<file path="src/rtl/dcache_pkg.sv">
// Shared types and constants for the dcache miss-status controller.
// Holds the MSHR entry layout and the memory bus command encodings.
package dcache_pkg;

    localparam int unsigned NUM_WAYS      = 4;
    localparam int unsigned NUM_SET_BITS  = $clog2(32 / NUM_WAYS);
    localparam int unsigned NUM_TAG_BITS  = 13 - NUM_SET_BITS;
    localparam int unsigned NUM_MSHR      = 4;
    localparam int unsigned MEM_TAG_BITS  = 4;
    localparam int unsigned MSHR_PTR_BITS = (NUM_MSHR > 1) ? $clog2(NUM_MSHR) : 1;

    localparam logic [1:0] BUS_NONE = 2'h0;
    localparam logic [1:0] BUS_LOAD = 2'h1;

    typedef enum logic [1:0] {
        IDLE   = 2'd0,
        PEND   = 2'd1,
        ISSUED = 2'd2
    } mshr_state_t;

    typedef struct packed {
        mshr_state_t               state;
        logic [NUM_TAG_BITS-1:0]   tag;
        logic [NUM_SET_BITS-1:0]   index;
        logic [MEM_TAG_BITS-1:0]   mem_tag;
    } mshr_entry_t;

endpackage

</file>
<file path="src/rtl/rr_pick.sv">
// Round-robin picker: grants the first set request bit at or after ptr,
// wrapping around, as a one-hot vector plus a valid flag.
module rr_pick #(
    parameter int unsigned N = 4,
    localparam int unsigned PW = (N > 1) ? $clog2(N) : 1
) (
    input  logic [N-1:0]  req,
    input  logic [PW-1:0] ptr,
    output logic [N-1:0]  gnt,
    output logic          valid
);

    always_comb begin
        gnt   = '0;
        valid = 1'b0;
        for (int unsigned i = 0; i < N; i++) begin
            for (int unsigned j = 0; j < N; j++) begin
                if (!valid && req[j] && (j == (i + 32'(ptr)) % N)) begin
                    gnt[j] = 1'b1;
                    valid  = 1'b1;
                end
            end
        end
    end

endmodule

</file>
<file path="src/rtl/dcache_miss_ctrl.sv">
// Dcache miss-status controller: allocates/merges load misses into MSHRs,
// issues BUS_LOAD requests round-robin and turns tagged responses into fills.
module dcache_miss_ctrl
    import dcache_pkg::*;
(
    input  logic                     clock,
    input  logic                     reset,
    input  logic                     miss_valid,
    input  logic [NUM_SET_BITS-1:0]  miss_index,
    input  logic [NUM_TAG_BITS-1:0]  miss_tag,
    output logic                     miss_ready,
    output logic [1:0]               proc2mem_command,
    output logic [63:0]              proc2mem_addr,
    input  logic [MEM_TAG_BITS-1:0]  mem2proc_response,
    input  logic [MEM_TAG_BITS-1:0]  mem2proc_tag,
    input  logic [63:0]              mem2proc_data,
    output logic                     fill_valid,
    output logic [NUM_SET_BITS-1:0]  fill_index,
    output logic [NUM_TAG_BITS-1:0]  fill_tag,
    output logic [63:0]              fill_data,
    output logic [NUM_MSHR-1:0]      mshr_busy
);

    localparam int unsigned ADDR_PAD = 64 - NUM_TAG_BITS - NUM_SET_BITS;

    mshr_entry_t [NUM_MSHR-1:0]  entries_q, entries_d;
    logic [MSHR_PTR_BITS-1:0]    rr_ptr_q, rr_ptr_d;
    logic                        fill_valid_q, fill_valid_d;
    logic [NUM_SET_BITS-1:0]     fill_index_q, fill_index_d;
    logic [NUM_TAG_BITS-1:0]     fill_tag_q, fill_tag_d;
    logic [63:0]                 fill_data_q, fill_data_d;

    logic [NUM_MSHR-1:0]         pend_vec;
    logic [NUM_MSHR-1:0]         issue_gnt;
    logic                        issue_vld;
    logic [MSHR_PTR_BITS-1:0]    issue_idx;
    logic [MSHR_PTR_BITS-1:0]    alloc_idx;
    logic                        merge_hit;
    logic                        any_idle;

    // Merge and alloc look only at registered state, so a slot freed by a
    // completion this cycle is neither merge-blocking afterwards nor reusable yet.
    always_comb begin : status
        pend_vec  = '0;
        mshr_busy = '0;
        merge_hit = 1'b0;
        any_idle  = 1'b0;
        alloc_idx = '0;
        for (int unsigned i = 0; i < NUM_MSHR; i++) begin
            pend_vec[i]  = (entries_q[i].state == PEND);
            mshr_busy[i] = (entries_q[i].state != IDLE);
            if (entries_q[i].state != IDLE && entries_q[i].tag == miss_tag &&
                entries_q[i].index == miss_index) begin
                merge_hit = 1'b1;
            end
            if (entries_q[i].state == IDLE && !any_idle) begin
                any_idle  = 1'b1;
                alloc_idx = MSHR_PTR_BITS'(i);
            end
        end
        miss_ready = merge_hit | any_idle;
    end

    rr_pick #(
        .N (NUM_MSHR)
    ) u_rr_pick (
        .req   (pend_vec),
        .ptr   (rr_ptr_q),
        .gnt   (issue_gnt),
        .valid (issue_vld)
    );

    // Bus address is the zero-extended {tag,index} block address.
    always_comb begin : issue_mux
        proc2mem_command = BUS_NONE;
        proc2mem_addr    = '0;
        issue_idx        = '0;
        for (int unsigned i = 0; i < NUM_MSHR; i++) begin
            if (issue_vld && issue_gnt[i]) begin
                proc2mem_command = BUS_LOAD;
                proc2mem_addr    = {{ADDR_PAD{1'b0}}, entries_q[i].tag, entries_q[i].index};
                issue_idx        = MSHR_PTR_BITS'(i);
            end
        end
    end

    always_comb begin : next_state
        entries_d    = entries_q;
        rr_ptr_d     = rr_ptr_q;
        fill_valid_d = 1'b0;
        fill_index_d = fill_index_q;
        fill_tag_d   = fill_tag_q;
        fill_data_d  = fill_data_q;

        if (miss_valid && !merge_hit && any_idle) begin
            entries_d[alloc_idx].state   = PEND;
            entries_d[alloc_idx].tag     = miss_tag;
            entries_d[alloc_idx].index   = miss_index;
            entries_d[alloc_idx].mem_tag = '0;
        end

        if (issue_vld && mem2proc_response != '0) begin
            entries_d[issue_idx].state   = ISSUED;
            entries_d[issue_idx].mem_tag = mem2proc_response;
            rr_ptr_d = MSHR_PTR_BITS'((32'(issue_idx) + 1) % NUM_MSHR);
        end

        for (int unsigned i = 0; i < NUM_MSHR; i++) begin
            if (mem2proc_tag != '0 && entries_q[i].state == ISSUED &&
                entries_q[i].mem_tag == mem2proc_tag) begin
                entries_d[i].state = IDLE;
                fill_valid_d       = 1'b1;
                fill_index_d       = entries_q[i].index;
                fill_tag_d         = entries_q[i].tag;
                fill_data_d        = mem2proc_data;
            end
        end
    end

    always_ff @(posedge clock or negedge reset) begin
        if (!reset) begin
            entries_q    <= '0;
            rr_ptr_q     <= '0;
            fill_valid_q <= 1'b0;
            fill_index_q <= '0;
            fill_tag_q   <= '0;
            fill_data_q  <= '0;
        end else begin
            entries_q    <= entries_d;
            rr_ptr_q     <= rr_ptr_d;
            fill_valid_q <= fill_valid_d;
            fill_index_q <= fill_index_d;
            fill_tag_q   <= fill_tag_d;
            fill_data_q  <= fill_data_d;
        end
    end

    assign fill_valid = fill_valid_q;
    assign fill_index = fill_index_q;
    assign fill_tag   = fill_tag_q;
    assign fill_data  = fill_data_q;

endmodule

</file>
<file path="config.mk">
export PLATFORM = sky130hd
export DESIGN_NAME = dcache_miss_ctrl
export DESIGN_NICKNAME = d
export VERILOG_FILES = /design/src/rtl/dcache_pkg.sv /design/src/rtl/rr_pick.sv /design/src/rtl/dcache_miss_ctrl.sv
export SDC_FILE = /design/constraint.sdc
export NUM_CORES = 1
export LEC_CHECK = 0
export ABC_AREA = 1
export BUFFER_PORTS_ARGS = -buffer_cell sky130_fd_sc_hd__buf_2
export CAP_MARGIN = 10
export CORE_ASPECT_RATIO = 0.7
export CORE_MARGIN = 2
export CORE_UTILIZATION = 40
export DETAILED_ROUTE_END_ITERATION = 12
export SLEW_MARGIN = 20
export SYNTH_ARGS = -nofsm -noshare
export SYNTH_HDL_FRONTEND = slang
export SYNTH_SLANG_ARGS = --single-unit
export TNS_END_PERCENT = 5
</file>
<file path="constraint.sdc">
create_clock -name clock -period 3.9 [get_ports clock]
set_input_delay 0.78 -clock clock [delete_from_list [all_inputs] [get_ports clock]]
set_output_delay 0.78 -clock clock [all_outputs]
set_load 0.02 [all_outputs]
</file>
After elaboration in Yosys (flattened, before gate mapping):

Index checks and enable logic that the tools add are counted.

* register bits: 156
* word-level logic and storage cells: 248
* input bits: 88

* muxes and demuxes: 93
* reductions and logical operators: 93
* bitwise gates (word level): 1
* add/subtract/negate cells: 4
* eq/ne operators: 32
* order comparisons: 4

Operators with widths (number)
* $bwmux 76: 6
* $mux 64: 7
* $demux 19 s2: 6
* $mux 76: 2
* $logic_not 32->1: 4
* $logic_and 1x1->1: 59
* $mux 1: 46
* $eq 10x10->1: 4
* $mux 10: 4
* $mux 19: 2
* $mux 2: 11
* $logic_not 1->1: 19
* $mux 17: 1
* $eq 2x2->1 const A: 8
* $eq 4x4->1: 4
* $mux 13: 1
* $eq 3x3->1: 4
* $mux 3: 4
* $reduce_bool 4->1: 3
* $eq 1x2->1 const A: 4
* $eq 2x1->1 const B: 4
* $eq 2x2->1 const B: 4
* $logic_not 2->1: 4
* $mux 4: 2
* 8 further kinds: 14

Depth between registers and ports, before layout:

Gate-level depths: netlist of the first run.

* depth in word-level cells: 75
* depth in mapped cells: 20
* mapped depth without buffers: 19

Cells and area by module:

A second synthesis of the first run with hierarchy kept.

* cells, all modules: 1318
* area, all modules: 9182.6 sq um

By module, submodules not included
* dcache_miss_ctrl: instances 1, sequential area each 3903.7 sq um, area each 8899.8 sq um, cells each 1268
* rr_pick: instances 1, sequential area each 0.0 sq um, area each 282.8 sq um, cells each 50

Least setup slack after synthesis of the first run:

OpenSTA, ideal clock, no wires.

* path kind: reg-to-output
* start: register rr_ptr_q[0]
* end: output port proc2mem_addr[10]
* data required time: 3.120 ns
* arrival: 1.931 ns
* stages on the path, launching flop included: 16
* path slack: 1.189 ns
* buffers on the path: 2
* cells stage by stage: dfrtp_1 > buf_4 > inv_2 > nor2_1 > nand2_1 > nand2_1 > nor2_2 > nand4_1 > nor2_2 > nand4_1 > nor2_1 > nand3_1 > nand2_1 > buf_2 > a21oi_1 > nand3_1

* cells in the longest elaborated chain, start to end: 68
* elaborated cells between the ends (all ways): 104
* classes of those cells: add/sub (3); eq/ne (12); mux (35); reduce/logical (54)

Ends and longest elaborated chain
* start: declaration: line dcache_miss_ctrl.sv:27 `logic [MSHR_PTR_BITS-1:0] rr_ptr_q, rr_ptr_d;`
* start signal: assignment: line dcache_miss_ctrl.sv:130 `rr_ptr_q <= rr_ptr_d;`
* $logic_not 32->1: line rr_pick.sv:18 `if (!valid && req[j] && (j == (i + 32'(ptr)) % N)) begin`
* $logic_and 1x1->1: line rr_pick.sv:18
* $mux 1: line rr_pick.sv:18
* $logic_not 1->1: line rr_pick.sv:18
* $logic_and 1x1->1 (2 in a row): line rr_pick.sv:18
* $mux 1: line rr_pick.sv:18
* $logic_not 1->1: line rr_pick.sv:18
* $logic_and 1x1->1 (2 in a row): line rr_pick.sv:18
* (+48 left out)
* $mux 1: line rr_pick.sv:18
* $logic_not 1->1: line rr_pick.sv:18
* $logic_and 1x1->1 (2 in a row): line rr_pick.sv:18
* $mux 1: line rr_pick.sv:18
* $logic_and 1x1->1: line dcache_miss_ctrl.sv:79 `if (issue_vld && issue_gnt[i]) begin`
* $mux 13: line dcache_miss_ctrl.sv:79
* $mux 64 (2 in a row): line dcache_miss_ctrl.sv:79
* $mux 64 (*): line dcache_miss_ctrl.sv:79
* end: declaration: line dcache_miss_ctrl.sv:13 `output logic [63:0] proc2mem_addr,`

Mark *: on every way between the ends. The rest lies on a longest branch, timed or not.

Worst setup path after layout of the first run:

* start: register rr_ptr_q[0]
* end: output port proc2mem_addr[12]

Same word-level chain as after synthesis.

==> results of run 1 <==
[metrics by stage]
step | utilization | power [mW] | hold slack, ns
2_1_floorplan | - | 6.40 | 0.475
3_3_place_gp | 0.455 | 7.93 | 0.449
3_5_place_dp | 0.455 | 8.00 | 0.453
4_1_cts | 0.484 | 9.78 | 0.433
5_1_grt | 0.485 | 10.6 | 0.451
6_report | 0.485 | 9.76 | 0.362
[power breakdown]
part           total [mW]  switching (mW)  internal [mW]
sequential           3.00           0.598           2.40
clock                1.75           0.764          0.985
combinational        5.01            3.43           1.58
total                9.76            4.79           4.97
[logic make-up after synthesis]
kind of cell,Yosys count,share of synthesized area
simple gates,560,0.275
buf+inv,206,0.123
compound gates,167,0.117
flops,156,0.461
xor+xnor,17,0.0176
fa+ha+maj,3,0.00444
other cells,1,0.000443
mux,1,0.00118
[final timing paths]
path                       depth (start not counted)  slack [ns]           endpoint
max in group asynchronous                          2        2.58          async pin
setup / recovery                                  13        0.20  proc2mem_addr[12]
setup reg to reg                                  17        0.63      entries_q[55]
min in group clock                                 2        0.46       fill_data[3]
hold reg to reg                                    2        0.46       fill_data[3]
hold / removal                                     1        0.36       entries_q[3]
[per-layer routing]
metal,global-route usage,vias to the layer above,wire length (µm)
li1,-,3830,-
met1,0.345,3670,12000
met2,0.353,350,11300
met3,0.0595,45,2250
met4,0.0747,0,612
met5,0,-,0
[cell usage in the layout (no fill, tap or decap), drive strengths merged, types with 25 or more instances in the layout]
| master | count |
|---|---|
| nand3 | 38 |
| dfrtp | 156 |
| nand4 | 31 |
| o21ai | 67 |
| conb | 52 |
| nor2 | 84 |
| o211ai | 25 |
| inv | 114 |
| nand2 | 394 |
| buf | 202 |
[layout make-up]
class                           count  area (µm²)
Clock buffer                       18         439
Fill cell                        2089       10700
Clock inverter                     14         169
Sequential cell                   156        3900
Tap cell                          276         345
Inverter                          106         398
Timing Repair Buffer              202        1090
Multi-Input combinational cell    800        3710
[timing repair]
item	CTS	global route
endpoints found under the hold margin	0	0
endpoints found under the setup margin	0	13
gates resized for setup	0	1
==> impl_metrics.ini, run 1 <==
[critical_path]
critical-path-top-delay-family = simple AND/OR/NAND/NOR gates
worstPathMaxFanout = 16
critical_path.endpoint_type = output pin
cp.required_ns = 3.12
cp.arrival_ns = 2.92
crit_slowest_cell = dfrtp_1
setup.worst_path.start_class = flip-flop
cp_cell_sequence = inv_2 > nor2_1 > nand2_1 > nand3_1 > nor3_1 > nand2_1 > nand4_1 > nor2_1 > nand4_1 > nand2_2 > nand3_1 > nand3_1 > buf_2
slowest_delay_ns = 0.50
cp_common_cell = nand3_1
path_buf_inv = 2
crit_start = rr_ptr_q[0]
r2r_start = rr_ptr_q[1]
critPathKind = flip-flop to output pin

[run_status]
status = completed

[detailed_routing]
via_count = 7895
ant_nets = 0
drc_errors = 0
drt-vias-per-instance = 5.02
first_pass_iters = 5
drt-initial-drc-count = 691
routed_wl_um = 26200
wl_per_cell_um = 16.6

[global_routing]
grtUsageTotal = 0.239
grt_pass1_vias = 7386
grt_max_degree = 83
grt_pass1_wl_um = 41000
antenna_found_initial = 0
gr-total-overflow = 0

[timing]
timing.final.ws_setup_ns = 0.202
finClkSkew_ns = 0.0162
report.final.slew_viol_count = 0
tns_ns = 0
finalSetupViolations = 0
rsz0062_at_grt = no
hold_viol = 0
slew_headroom = 0.446
max_freq_mhz = 270
period_needed_ns = 3.70
worstMarginPinSlew_ns = 0.832
final.period_utilization = 0.948

[cells_and_area]
antenna_cells = 0
syn2layout_area_growth_pct = 18.9
finalNetCount = 1374
post-route-cell-area_mm2 = 0.0101
final_cells = 1572
drive_gt1_frac = 0.198

[die]
core_region_area_mm2 = 0.0208
start_util = 0.408
dieArea_mm2 = 0.0224
boundaryPins = 237
die_height_um = 126
num_rows = 44
die_w_um = 178

[synthesis]
yosysUniqueCellTypes = 44
synthTopCellsByArea = dfrtp_1 (46%), nand2_1 (17%), buf_4 (5.3%), inv_1 (4.3%), o21ai_0 (3.5%)
yosysTopAreaCell = dfrtp_1
ys_seq_elements = 156
synth_top_area_share = 0.461
ys.warnings.count = 0
synthesis.area_mm2 = 0.00846
synth_area_per_cell_um2 = 7.62
synthTopCellsByCount = nand2_1 (392), dfrtp_1 (156), inv_1 (98)
synth_flop_cell = dfrtp_1
syn_inst = 1111
yosys.cell_count.top_type = nand2_1
async_flop_share = 1.00
synth-edff-count = 0
seq_area_frac_synth = 0.461

[placed_design]
dp.cells = 1540
dpl_cell_area_mm2 = 0.00945
dp_hpwl_um = 18900
dp_slack_ns = 0.580
portBuffers = 184
gp_congestion = 0.931

[cts]
cts_tree = done
clk_pin_slew_ns = 0.07
numCtsBuffers = 17
clkSinkCount = 156
ctsRootBufferMaster = clkbuf_16
clk_latency_ns = 0.44
ctsHtreeMaxLevel = 4
clockBufferDepth = 2
postCtsSetupBuffers = 0
holdBufCountCts = 0

[job]
maxCapViolations = 0

[power]
p_leak_nw = 5.37
ir_drop_mv = 0.460
powerDensity_mw_per_mm2 = 971

[worst_hold_path]
min_path_type = input pin to async pin
No activity file was read; power rests on OpenSTA's default activity.
==> inputs of run 2 (changes only) <==
- CTS_CLUSTER_SIZE: default -> 8
- SYNTH_HIERARCHICAL: default -> 1
==> impl_metrics.ini, run 2 <==
[placed_design]
portBuffers = 184
dp_hpwl_um = 19700
dpl_cell_area_mm2 = 0.0102
gp_congestion = 0.904
dp.cells = 1781

[die]
boundaryPins = 237
core_region_area_mm2 = 0.0226
dieArea_mm2 = 0.0242
num_rows = 46
start_util = 0.406
die_height_um = 131
die_w_um = 185

[power]
p_leak_nw = 6.35
total_power_mw = 10.4
powerDensity_mw_per_mm2 = 933
ir_drop_mv = 0.407

[synthesis]
ys.warnings.count = 6
yosys.cell_count.top_type = nand2_1
yosysTopAreaCell = dfrtp_1
synth_flop_cell = dfrtp_1
synth-edff-count = 0
synthTopCellsByCount = nand2_1 (620), dfrtp_1 (156), inv_1 (114)
synth_area_per_cell_um2 = 6.97
ys_seq_elements = 156
syn_inst = 1318
seq_area_frac_synth = 0.425
synth_top_area_share = 0.425
synthTopCellsByArea = dfrtp_1 (43%), nand2_1 (25%), inv_1 (4.7%), buf_4 (4.6%), nand4_1 (4.2%)
async_flop_share = 1.00
synthesis.area_mm2 = 0.00918
yosysUniqueCellTypes = 39

[timing]
report.final.slew_viol_count = 0
tns_ns = 0
final.period_utilization = 0.989
finalSetupViolations = 0
max_freq_mhz = 259
worstMarginPinSlew_ns = 0.861
period_needed_ns = 3.86
hold_viol = 0
slew_headroom = 0.426
rsz0062_at_grt = yes
finClkSkew_ns = 0.0212

[cells_and_area]
final_cells = 1830
finalNetCount = 1596
most-common-layout-cells = nand2_1 (617), buf_2 (176), dfrtp_1 (153)
drive_gt1_frac = 0.223
final_common_cell = nand2_1
syn2layout_area_growth_pct = 21.9
post-route-cell-area_mm2 = 0.0112
utilization = 0.495

[detailed_routing]
ant_nets = 0
drt-vias-per-instance = 4.82
wl_per_cell_um = 15.6
first_pass_iters = 5
drc_errors = 0
routed_wl_um = 28500
drt-initial-drc-count = 855
via_count = 8828

[global_routing]
gr-total-overflow = 0
antenna_found_initial = 1
grt_max_degree = 87
grtUsageTotal = 0.234
grt_pass1_vias = 7732
grt_pass1_wl_um = 42900

[cts]
clockBufferDepth = 2
cts_tree = done
clk_latency_ns = 0.44
numCtsBuffers = 17
ctsRootBufferMaster = clkbuf_16
ctsHtreeMaxLevel = 4
clkSinkCount = 156
clk_pin_slew_ns = 0.07

[worst_hold_path]
min_path_type = input pin to async pin

[job]
maxCapViolations = 0

[critical_path]
cp.arrival_ns = 3.08
slowest_delay_ns = 0.48
critPathKind = flip-flop to output pin
critical_path.endpoint_type = output pin
crit_slowest_cell = dfrtp_2
cp_cell_sequence = nor2_4 > nand2_2 > nand4_4 > nor2_4 > nand4_4 > nor2_4 > nand4_4 > nor2_4 > nand4_1 > nand2_1 > inv_2 > nor2_4 > clkinv_4 > buf_8 > a21oi_2 > a221oi_2 > buf_2
worstPathMaxFanout = 7
setup.worst_path.start_class = flip-flop
cp.required_ns = 3.12
cp_common_cell = nor2_4

[run_status]
status = completed
[run 2: cell count changes after synthesis, moves of 17 or more]
cell and delta:
nand2_1 +228, nand3_1 -17, nand4_1 +31, o211ai_1 -21, o21ai_0 -24, o22ai_1 -18
[run 2: final timing paths]
check,from,to,slack (ns),depth (start not counted)
min reg2reg,fill_data[39],fill_data[39],0.46,2
min in group clock,fill_data[39],fill_data[39],0.46,2
max,rr_ptr_q[0],proc2mem_addr[10],0.04,17
min,reset,fill_data[14],0.40,1
max reg2reg,rr_ptr_q[0],entries_q[37],0.73,19
max in group asynchronous,reset,entries_q[58],2.65,2
[run 2: timing repair]
| action | in CTS | in global routing |
|---|---|---|
| pin swaps | 7 | 11 |
| buffers inserted | 10 | 7 |
| hold buffers | 0 | 0 |
| endpoints found under the setup margin | 12 | 14 |
| resized for setup | 24 | 47 |
[run 2: area by class of cell]
class	count	area (µm²)
multi-input cells	976	4490
clock buffers	22	474
well taps	312	390
diodes	1	2.50
flip-flops and latches	156	3910
clock inverters	9	110
fillers	2276	11400
inverters	124	473
repair buffers	230	1350
[run 2: cells by family after synthesis]
logic type,count (synthesis),share of synthesized area
simple gates,831,0.381
buf+inv,237,0.131
flops,156,0.425
compound gates,85,0.0536
xor+xnor,5,0.00477
fa+ha+maj,3,0.00409
other cells,1,0.000408
[run 2: stage by stage]
step	setup WS, ns	hold slack [ns]
floorplan	0.257	0.458
global placement	0.240	0.449
detailed placement	0.182	0.453
CTS	0.000956	0.439
global route	-0.122	0.472
finish	0.0447	0.398
[run 2: worst max-delay path, delay by kind of cell, from the launching register on]
| kind | cells | cell delay (ns) |
|---|---|---|
| flip-flops | 1 | 0.48 |
| buffers and inverters | 4 | 0.52 |
| AO/OA/AOI/OAI | 2 | 0.20 |
| AND/OR/NAND/NOR | 11 | 1.43 |
[run 2: layer usage]
layer,GRT usage,share of wire,vias up
li1,-,-,4380
met1,0.344,0.46,4036
met3,0.0615,0.088,41
met4,0.0640,0.020,0
met5,0,0,-
met2,0.340,0.43,371
[run 2: where the power goes]
part	switching [mW]	internal, mW	total [mW]
clock network	0.685	0.993	1.68
logic	3.88	1.97	5.86
registers	0.555	2.36	2.91
